[src/rtl/encap_pkg.sv]
// rtl/encap_pkg.sv - per-set McEliece sizes, segment codes, FSM encoding and buffer payload for encap_result_reader
`timescale 1ns/1ps
package encap_pkg;

  function automatic int m_of(input int ps);
    int r;
    r = (ps == 1) ? 12 : 13;
    return r;
  endfunction

  function automatic int t_of(input int ps);
    int r;
    case (ps)
      1:       r = 64;
      2:       r = 96;
      3:       r = 128;
      4:       r = 119;
      default: r = 128;
    endcase
    return r;
  endfunction

  function automatic int l_of(input int ps);
    return m_of(ps) * t_of(ps);
  endfunction

  function automatic int c0_words_of(input int ps);
    return (l_of(ps) + 31) / 32;
  endfunction

  localparam logic [1:0] SEG_C0 = 2'd0;
  localparam logic [1:0] SEG_C1 = 2'd1;
  localparam logic [1:0] SEG_K  = 2'd2;

  typedef enum logic [2:0] {
    S_IDLE,
    S_RD_C0,
    S_RD_C1,
    S_RD_K,
    S_DRAIN,
    S_FIN
  } state_t;

  typedef struct packed {
    logic [31:0] data;
    logic [1:0]  sel;
    logic        last;
  } rd_word_t;

endpackage

[src/rtl/encap_result_reader_if.sv]
// rtl/encap_result_reader_if.sv - output word stream with valid/ready handshake
`timescale 1ns/1ps
interface encap_result_reader_if;
  logic [31:0] dout;
  logic [1:0]  dout_sel;
  logic        dout_valid;
  logic        dout_ready;
  logic        dout_last;

  modport master (output dout, dout_sel, dout_valid, dout_last, input dout_ready);
  modport slave  (input dout, dout_sel, dout_valid, dout_last, output dout_ready);
endinterface

[src/rtl/encap_rd_fifo2.sv]
// rtl/encap_rd_fifo2.sv - 2-entry skid buffer holding returned words tagged with segment and last flag
`timescale 1ns/1ps
module encap_rd_fifo2
  import encap_pkg::*;
(
  input  logic     clk,
  input  logic     rst,
  input  logic     push,
  input  rd_word_t push_word,
  input  logic     pop,
  output rd_word_t head,
  output logic [1:0] count
);

  rd_word_t mem [2];
  logic     wr_ptr;
  logic     rd_ptr;
  logic     do_push;
  logic     do_pop;

  // a push into a full buffer is only legal when the head leaves in the same cycle
  assign do_pop  = pop && (count != 2'd0);
  assign do_push = push && ((count != 2'd2) || do_pop);
  assign head    = mem[rd_ptr];

  // storage, pointers and occupancy
  always_ff @(posedge clk or posedge rst) begin
    if (rst) begin
      mem[0] <= '0;
      mem[1] <= '0;
      wr_ptr <= 1'b0;
      rd_ptr <= 1'b0;
      count  <= 2'd0;
    end else begin
      if (do_push) begin
        mem[wr_ptr] <= push_word;
        wr_ptr      <= ~wr_ptr;
      end
      if (do_pop) begin
        rd_ptr <= ~rd_ptr;
      end
      count <= count + {1'b0, do_push} - {1'b0, do_pop};
    end
  end

endmodule

[src/rtl/encap_result_reader.sv]
// rtl/encap_result_reader.sv - streams C0, C1 and K result memories as one word stream; ENCAP_RD_MASK_EN zeroes unused tail bits of the last C0 word
`timescale 1ns/1ps
module encap_result_reader
  import encap_pkg::*;
#(
  parameter  int parameter_set = 1,
  localparam int m        = m_of(parameter_set),
  localparam int t        = t_of(parameter_set),
  localparam int l        = m * t,
  localparam int C0_WORDS = (l + 31) / 32,
  localparam int AW       = $clog2(C0_WORDS)
) (
  input  logic          clk,
  input  logic          rst,
  input  logic          start,
  output logic          rd_C0,
  output logic [AW-1:0] C0_addr,
  input  logic [31:0]   C0_out,
  output logic          rd_C1,
  output logic [2:0]    C1_addr,
  input  logic [31:0]   C1_out,
  output logic          rd_K,
  output logic [2:0]    K_addr,
  input  logic [31:0]   K_out,
  encap_result_reader_if.master strm,
  output logic          busy,
  output logic          done
);

  localparam int TAIL_BITS = l % 32;
  localparam logic [31:0] TAIL_MASK =
    (TAIL_BITS == 0) ? 32'hFFFF_FFFF : ((32'd1 << TAIL_BITS) - 32'd1);
  localparam logic [AW-1:0] C0_LAST = AW'(C0_WORDS - 1);
`ifdef ENCAP_RD_MASK_EN
  localparam bit TAIL_MASK_EN = 1'b1;
`else
  localparam bit TAIL_MASK_EN = 1'b0;
`endif

  state_t        state, state_nx;
  logic [AW-1:0] idx, idx_nx;
  logic          issue_last, issue_tail;
  logic          infl, infl_last, infl_tail;
  logic [1:0]    infl_sel;
  logic          pop, room;
  logic [2:0]    occupancy;
  logic [1:0]    count;
  rd_word_t      ret_word, head;

  // a slot leaving the buffer this cycle counts as free, giving 1 word/cycle under full flow
  assign pop       = strm.dout_valid && strm.dout_ready;
  assign occupancy = {1'b0, count} + {2'b0, infl} - {2'b0, pop};
  assign room      = (occupancy < 3'd2);

  assign C0_addr = idx;
  assign C1_addr = idx[2:0];
  assign K_addr  = idx[2:0];

  assign strm.dout       = head.data;
  assign strm.dout_sel   = head.sel;
  assign strm.dout_last  = head.last;
  assign strm.dout_valid = (count != 2'd0);

  assign busy = (state != S_IDLE);
  assign done = (state == S_FIN);

  // next state, read issue and address stepping
  always_comb begin
    state_nx   = state;
    idx_nx     = idx;
    rd_C0      = 1'b0;
    rd_C1      = 1'b0;
    rd_K       = 1'b0;
    issue_last = 1'b0;
    issue_tail = 1'b0;
    case (state)
      S_IDLE: begin
        if (start) begin
          state_nx = S_RD_C0;
          idx_nx   = '0;
        end
      end
      S_RD_C0: begin
        if (room) begin
          rd_C0 = 1'b1;
          if (idx == C0_LAST) begin
            issue_tail = 1'b1;
            idx_nx     = '0;
            state_nx   = S_RD_C1;
          end else begin
            idx_nx = idx + 1'b1;
          end
        end
      end
      S_RD_C1: begin
        if (room) begin
          rd_C1 = 1'b1;
          if (idx[2:0] == 3'd7) begin
            idx_nx   = '0;
            state_nx = S_RD_K;
          end else begin
            idx_nx = idx + 1'b1;
          end
        end
      end
      S_RD_K: begin
        if (room) begin
          rd_K = 1'b1;
          if (idx[2:0] == 3'd7) begin
            issue_last = 1'b1;
            idx_nx     = '0;
            state_nx   = S_DRAIN;
          end else begin
            idx_nx = idx + 1'b1;
          end
        end
      end
      S_DRAIN: begin
        if (pop && head.last) begin
          state_nx = S_FIN;
        end
      end
      S_FIN:   state_nx = S_IDLE;
      default: state_nx = S_IDLE;
    endcase
  end

  // state, address and the tag of the read whose data returns next cycle
  always_ff @(posedge clk or posedge rst) begin
    if (rst) begin
      state     <= S_IDLE;
      idx       <= '0;
      infl      <= 1'b0;
      infl_sel  <= SEG_C0;
      infl_last <= 1'b0;
      infl_tail <= 1'b0;
    end else begin
      state     <= state_nx;
      idx       <= idx_nx;
      infl      <= rd_C0 | rd_C1 | rd_K;
      infl_sel  <= rd_C1 ? SEG_C1 : (rd_K ? SEG_K : SEG_C0);
      infl_last <= issue_last;
      infl_tail <= issue_tail;
    end
  end

  // select the returning memory and optionally clear bits beyond l in the last C0 word
  always_comb begin
    ret_word      = '0;
    ret_word.sel  = infl_sel;
    ret_word.last = infl_last;
    case (infl_sel)
      SEG_C1:  ret_word.data = C1_out;
      SEG_K:   ret_word.data = K_out;
      default: ret_word.data = C0_out;
    endcase
    if (TAIL_MASK_EN && infl_tail) begin
      ret_word.data = ret_word.data & TAIL_MASK;
    end
  end

  encap_rd_fifo2 u_fifo (
    .clk       (clk),
    .rst       (rst),
    .push      (infl),
    .push_word (ret_word),
    .pop       (pop),
    .head      (head),
    .count     (count)
  );

endmodule

[src/flat_wrapper.sv]
// flat-port wrapper written by rule: the top's interface ports become plain ports
module encap_result_reader_flat import encap_pkg::*;
#(
  parameter  int parameter_set = 1,
  localparam int m        = m_of(parameter_set),
  localparam int t        = t_of(parameter_set),
  localparam int l        = m * t,
  localparam int C0_WORDS = (l + 31) / 32,
  localparam int AW       = $clog2(C0_WORDS)
)
  (clk, rst, start, rd_C0, C0_addr, C0_out, rd_C1, C1_addr, C1_out, rd_K, K_addr, K_out, busy, done, strm_dout, strm_dout_sel, strm_dout_valid, strm_dout_last, strm_dout_ready);
  encap_result_reader_if strm_i ();
  input  logic clk;
  input  logic rst;
  input  logic start;
  output logic rd_C0;
  output logic [AW-1:0] C0_addr;
  input  logic [31:0] C0_out;
  output logic rd_C1;
  output logic [2:0] C1_addr;
  input  logic [31:0] C1_out;
  output logic rd_K;
  output logic [2:0] K_addr;
  input  logic [31:0] K_out;
  output logic busy;
  output logic done;
  output wire logic [$bits(strm_i.dout)-1:0] strm_dout;
  output wire logic [$bits(strm_i.dout_sel)-1:0] strm_dout_sel;
  output wire logic [$bits(strm_i.dout_valid)-1:0] strm_dout_valid;
  output wire logic [$bits(strm_i.dout_last)-1:0] strm_dout_last;
  input wire logic [$bits(strm_i.dout_ready)-1:0] strm_dout_ready;
  assign strm_dout = strm_i.dout;
  assign strm_dout_sel = strm_i.dout_sel;
  assign strm_dout_valid = strm_i.dout_valid;
  assign strm_dout_last = strm_i.dout_last;
  assign strm_i.dout_ready = strm_dout_ready;
  encap_result_reader #(.parameter_set(parameter_set)) u_core (.clk(clk), .rst(rst), .start(start), .rd_C0(rd_C0), .C0_addr(C0_addr), .C0_out(C0_out), .rd_C1(rd_C1), .C1_addr(C1_addr), .C1_out(C1_out), .rd_K(rd_K), .K_addr(K_addr), .K_out(K_out), .strm(strm_i), .busy(busy), .done(done));
endmodule
[config.mk]
export PLATFORM = sky130hd
export DESIGN_NAME = encap_result_reader_flat
export DESIGN_NICKNAME = d
export VERILOG_FILES = /design/src/rtl/encap_pkg.sv /design/src/rtl/encap_result_reader_if.sv /design/src/rtl/encap_rd_fifo2.sv /design/src/rtl/encap_result_reader.sv /design/src/flat_wrapper.sv
export SDC_FILE = /design/constraint.sdc
export NUM_CORES = 1
export LEC_CHECK = 0
export CAP_MARGIN = 10
export CORE_UTILIZATION = 35
export CTS_CLUSTER_SIZE = 10
export DETAILED_ROUTE_END_ITERATION = 12
export SYNTH_ARGS = -nofsm -noshare
export SYNTH_HDL_FRONTEND = slang
export SYNTH_HIERARCHICAL = 1
export SYNTH_SLANG_ARGS = --single-unit
[constraint.sdc]
create_clock -name clk -period 3.7 [get_ports clk]
set_input_delay 0.74 -clock clk [delete_from_list [all_inputs] [get_ports clk]]
set_output_delay 0.74 -clock clk [all_outputs]
set_load 0.02 [all_outputs]
# Word-level counts from Yosys, hierarchy flattened
# Cells that the tools add are included.
# word_totals
register_bits	86
input_bits	100
out_inout_bits	52
elab_cells	92
# op_classes
add_sub_neg	5
n_lt_le_gt_ge	4
n_eq_ne	19
muxes	31
bitwise	6
reduce_logical	13
# op_table
cell	n
$mux W35	4
$bwmux W70	1
$pmux W32 S2	1
$demux W35 S1	1
$mux W5	5
$mux W3	8
$ne A2 B1 Y1 const B	8
$pmux W3 S5	1
$pmux W5 S3	1
$eq A3 B3 Y1 const B	3
$reduce_and A8 Y1	1
$mux W1	7
$eq A3 B2 Y1 const B	2
$reduce_bool A3 Y1	2
$add A5 B1 Y5 const B	1
$eq A5 B5 Y1 const B	1
$logic_and A1 B1 Y1	5
$ge A2 B2 Y1 const B	2
$mux W2	2
$ne A2 B2 Y1 const B	2
$not A1 Y2	2
$reduce_and A4 Y1	1
$add A2 B1 Y3	1
$eq A3 B1 Y1 const B	1
13 further kinds	15

# Logic depth before layout (Yosys ltp)
# logic_depth
ltp_word	8
mapped_depth	9
mapped_depth_nobuf	8

# Hierarchy
# The synthesis kept the hierarchy.
# by_module_without_submodules
module	instances	cells_per_inst	area_per_inst_um2	seq_area_each_um2
encap_rd_fifo2	1	223	3308.2	1851.8
encap_result_reader	1	192	1421.4	300.3

# Worst setup path before layout
# OpenSTA, ideal clock, no wires.
# synth_path
kind	input to output
startpoint	in strm_dout_ready
endpoint	out rd_C0
arrival_ns	2.672
setup_slack_ns	0.288
cell_stages	7
path_cell_list	o21a_1 ha_1 nand2b_1 fa_1 xnor2_2 nand3_1 nor3_1
# synth_between
elab_chain_len	5
# synth_rtl
item	line	text
from (decl)	flat_wrapper.sv:31	input wire logic [$bits(strm_i.dout_ready)-1:0] strm_dout_ready;
$logic_and A1 B1 Y1	encap_result_reader.sv:51	assign pop = strm.dout_valid && strm.dout_ready;
$sub A3 B1 Y3	encap_result_reader.sv:52	assign occupancy = {1'b0, count} + {2'b0, infl} - {2'b0, pop};
$lt A3 B2 Y1	encap_result_reader.sv:53	assign room = (occupancy < 3'd2);
$mux W1	encap_result_reader.sv:84	if (room) begin
$mux W1	encap_result_reader.sv:76	case (state)
to (decl)	flat_wrapper.sv:16	output logic rd_C0;
# No other way between the ends.

# Final worst setup path
# layout_path
startpoint	in strm_dout_ready
endpoint	out rd_C0
# layout_between
elab_chain_len	5
# layout_rtl
item	line	text
$logic_and A1 B1 Y1	encap_result_reader.sv:51	
named net u_core.pop	encap_result_reader.sv:45	logic pop, room;
$sub A3 B1 Y3	encap_result_reader.sv:52	
$lt A3 B2 Y1	encap_result_reader.sv:53	
$mux W1	encap_result_reader.sv:84	
$mux W1	encap_result_reader.sv:76	
# The timed path passes the listed nets, and every way through them passes these cells.

==> results.cfg <==
[yosys]
syn_area_sq_um = 4730
synth_cell_types = 51
synth_ff_type = dfrtp_1
synth_top_area_cell = dfrtp_1
synth_seq_area_share = 0.455
synth_seq_cells = 86
synth_most_common_cell = dfrtp_1
async_flop_share = 1.00
synth-edff-count = 0
avgSynthCellArea_sq_um = 11.4
syn_inst = 415
synth_area_leaders = dfrtp_1 46%, mux2_2 18%, a22oi_1 5.1%
yosysWarnings = 6
yosys.area.top_type_share = 0.455
synth_nets = 523
synthTopCellsByCount = 86 x dfrtp_1, 75 x mux2_2, 51 x nand2_1

[global_route]
grt_pass1_vias = 3846
grt_pass1_wl_mm = 19.8
grt_util_all_layers = 0.180
grt_start_max_net_pins = 65
gr-total-overflow = 0
antenna_found_initial = 0

[power_and_ir_drop]
vdd_drop_max_v = 0.000421
pwr_density_cell_nw_per_um2 = 906
power.leakage_nw = 2.77

[clock_tree]
cts-buffers-inserted = 9
cts_setup_buffers = 0
cts_tree = built
cts_resized = 6
cts_sinks = 86
cts_root_buf = clkbuf_16
clock_latency_ps = 330
cts_htree_levels = 3
clkTransAtPathRegs_ps = 60
cts_hold_buf = 0
clock_path_buffers = 2

[placement]
pre_cts_slack_ps = -330
dp_hpwl_mm = 8.89
numPortBuffers = 151
dp_cells = 722
gp_congestion = 0.811

[hold_path]
hold_depth = 1
min_delay_worst_endpoint = u_core/u_fifo/rd_ptr$_DFFE_PP0N_
hold_start = u_core/u_fifo/rd_ptr$_DFFE_PP0N_
min_path_type = register to register

[floorplan]
fp.dieH_um = 118
core_sq_um = 13200
die_w_um = 118
dieArea_sq_um = 14000
fp-row-count = 42
io_pins = 152
start_util = 0.359

[worst_setup_path]
criticalPathCategory = input port to output pin
path_cells = clkdlybuf4s50_1 -> o21a_1 -> ha_1 -> nand2b_1 -> fa_1 -> xnor2_2 -> nand3_1 -> nor3_1 -> clkbuf_2
crit_arrival_ps = 2800
r2r-start = u_core/u_fifo/count[1]$_DFF_PP0_
cp_slowest_cell = clkdlybuf4s50_1
cp-start-kind = input port
path_max_fanout = 3
cp.required_ps = 2960
endpoint_kind = output pin
r2r_slack_ps = 1170
reg2reg_depth = 9
worst_path_largest_cell_delay_ps = 450
rr_endpoint = u_core/C0_addr[2]$_DFFE_PP0P_

[timing]
finalWorstSetupSlack_ps = 159
fmax_ghz = 0.282
skew_ps = 7.12
relSlewSlack = 0.369
hold_violations = 0
drv_slew = 0
finalSetupViolCount = 0
rsz0062_at_grt = no
min_period_over_period = 0.957
min_period_ps = 3540
tightestPinTransition_ps = 947

[route]
totalWireLength_mm = 12.2
drt-wirelength-per-cell_um = 16.5
drtIter0Drc = 131
viasPerCell = 4.97
drc = 0
ant_nets = 0
num_vias = 3664
dr.pass1.iters = 4

[layout]
fillers = 1201
area_growth_pct = 40.4
nNetsFinal = 665
fin_cells = 737
utilization = 0.503
antenna_cells = 0
drive_above_1_share = 0.237

[run]
max_cap_violations = 0

[run_status]
status = complete, no violations
==> power breakdown <==
group / total, mW / switching [mW] / internal [mW]
Combinational: 3.52 / 1.74 / 1.78
Sequential: 1.65 / 0.264 / 1.38
Clock: 0.847 / 0.328 / 0.519
Total: 6.02 / 2.34 / 3.68
==> logic make-up after synthesis <==
group,Yosys count,synth area share
AOI/OAI and AO/OA,97,0.143
xor gates and xnor gates,5,0.0108
adders and majority gates,8,0.0228
buffers and inverters,46,0.0534
DFF,86,0.455
muxes,90,0.222
and+or+nand+nor,83,0.0931
==> critical path, delay by kind of cell <==
family	cells	cell delay [ps]
simple gates	3	460
xor+xnor	1	180
fa+ha+maj	2	640
compound gates	1	140
buf+inv	2	650
==> layout by cell type (no fill, tap or decap), drive strengths merged, types with 12 or more instances in the layout <==
master | netlist | routed
nand2 | 52 | 52
dfrtp | 86 | 86
a22oi | 32 | 32
buf | 17 | 15
clkdlybuf4s50 | 0 | 148
inv | 12 | 12
o21ai | 39 | 39
mux2 | 90 | 90
clkbuf | 17 | 15
==> per-stage QoR <==
step	TNS [ps]	instance area, sq um	power [mW]	hold WS, ps
after global placement	-710	6370	5.15	451
after global routing	0	6640	6.44	487
after detailed placement	-808	6370	5.23	456
after floorplan	0	4730	3.94	456
after CTS	0	6650	6.10	464
final	0	6640	6.02	466
==> flip-flops by register name (all words and copies together), names as in the netlist <==
register,cells
u_core/state,3
u_core/infl_last,1
u_core/u_fifo/wr_ptr,1
u_core/infl_sel,2
u_core/u_fifo/rd_ptr,1
u_core/u_fifo/count,2
u_core/u_fifo/mem,70
u_core/C0_addr,5
u_core/infl,1
==> area by class of cell <==
type                            instances  area [sq um]  area share
Clock inverter                          2          35.0     0.00528
Inverter                               12          45.0     0.00678
Clock buffer                           13           240      0.0362
Tap cell                              176           220      0.0332
Multi-Input combinational cell        283          2330       0.351
Timing Repair Buffer                  165          1610       0.243
Sequential cell                        86          2150       0.324
==> worst max-delay path by stage <==
stage | cells after the start | from | slack [ps] | endpoint
floorplan | 7 | strm_dout_ready | 290 | rd_C0
global placement | 9 | strm_dout_ready | -270 | rd_C1
detailed placement | 9 | strm_dout_ready | -330 | rd_C1
CTS | 9 | strm_dout_ready | 4 | rd_C0
global route | 9 | strm_dout_ready | 40 | rd_C0
finish | 9 | strm_dout_ready | 160 | rd_C0
==> metal layers <==
layer  up-vias  share of wire  GRT usage
li1       1773              -          -
met1      1766           0.45      0.231
met2       114           0.46      0.290
met3        11          0.080     0.0603
met4         0         0.0095     0.0481
met5         -              0          0
Power figures use the tool's default switching activity.
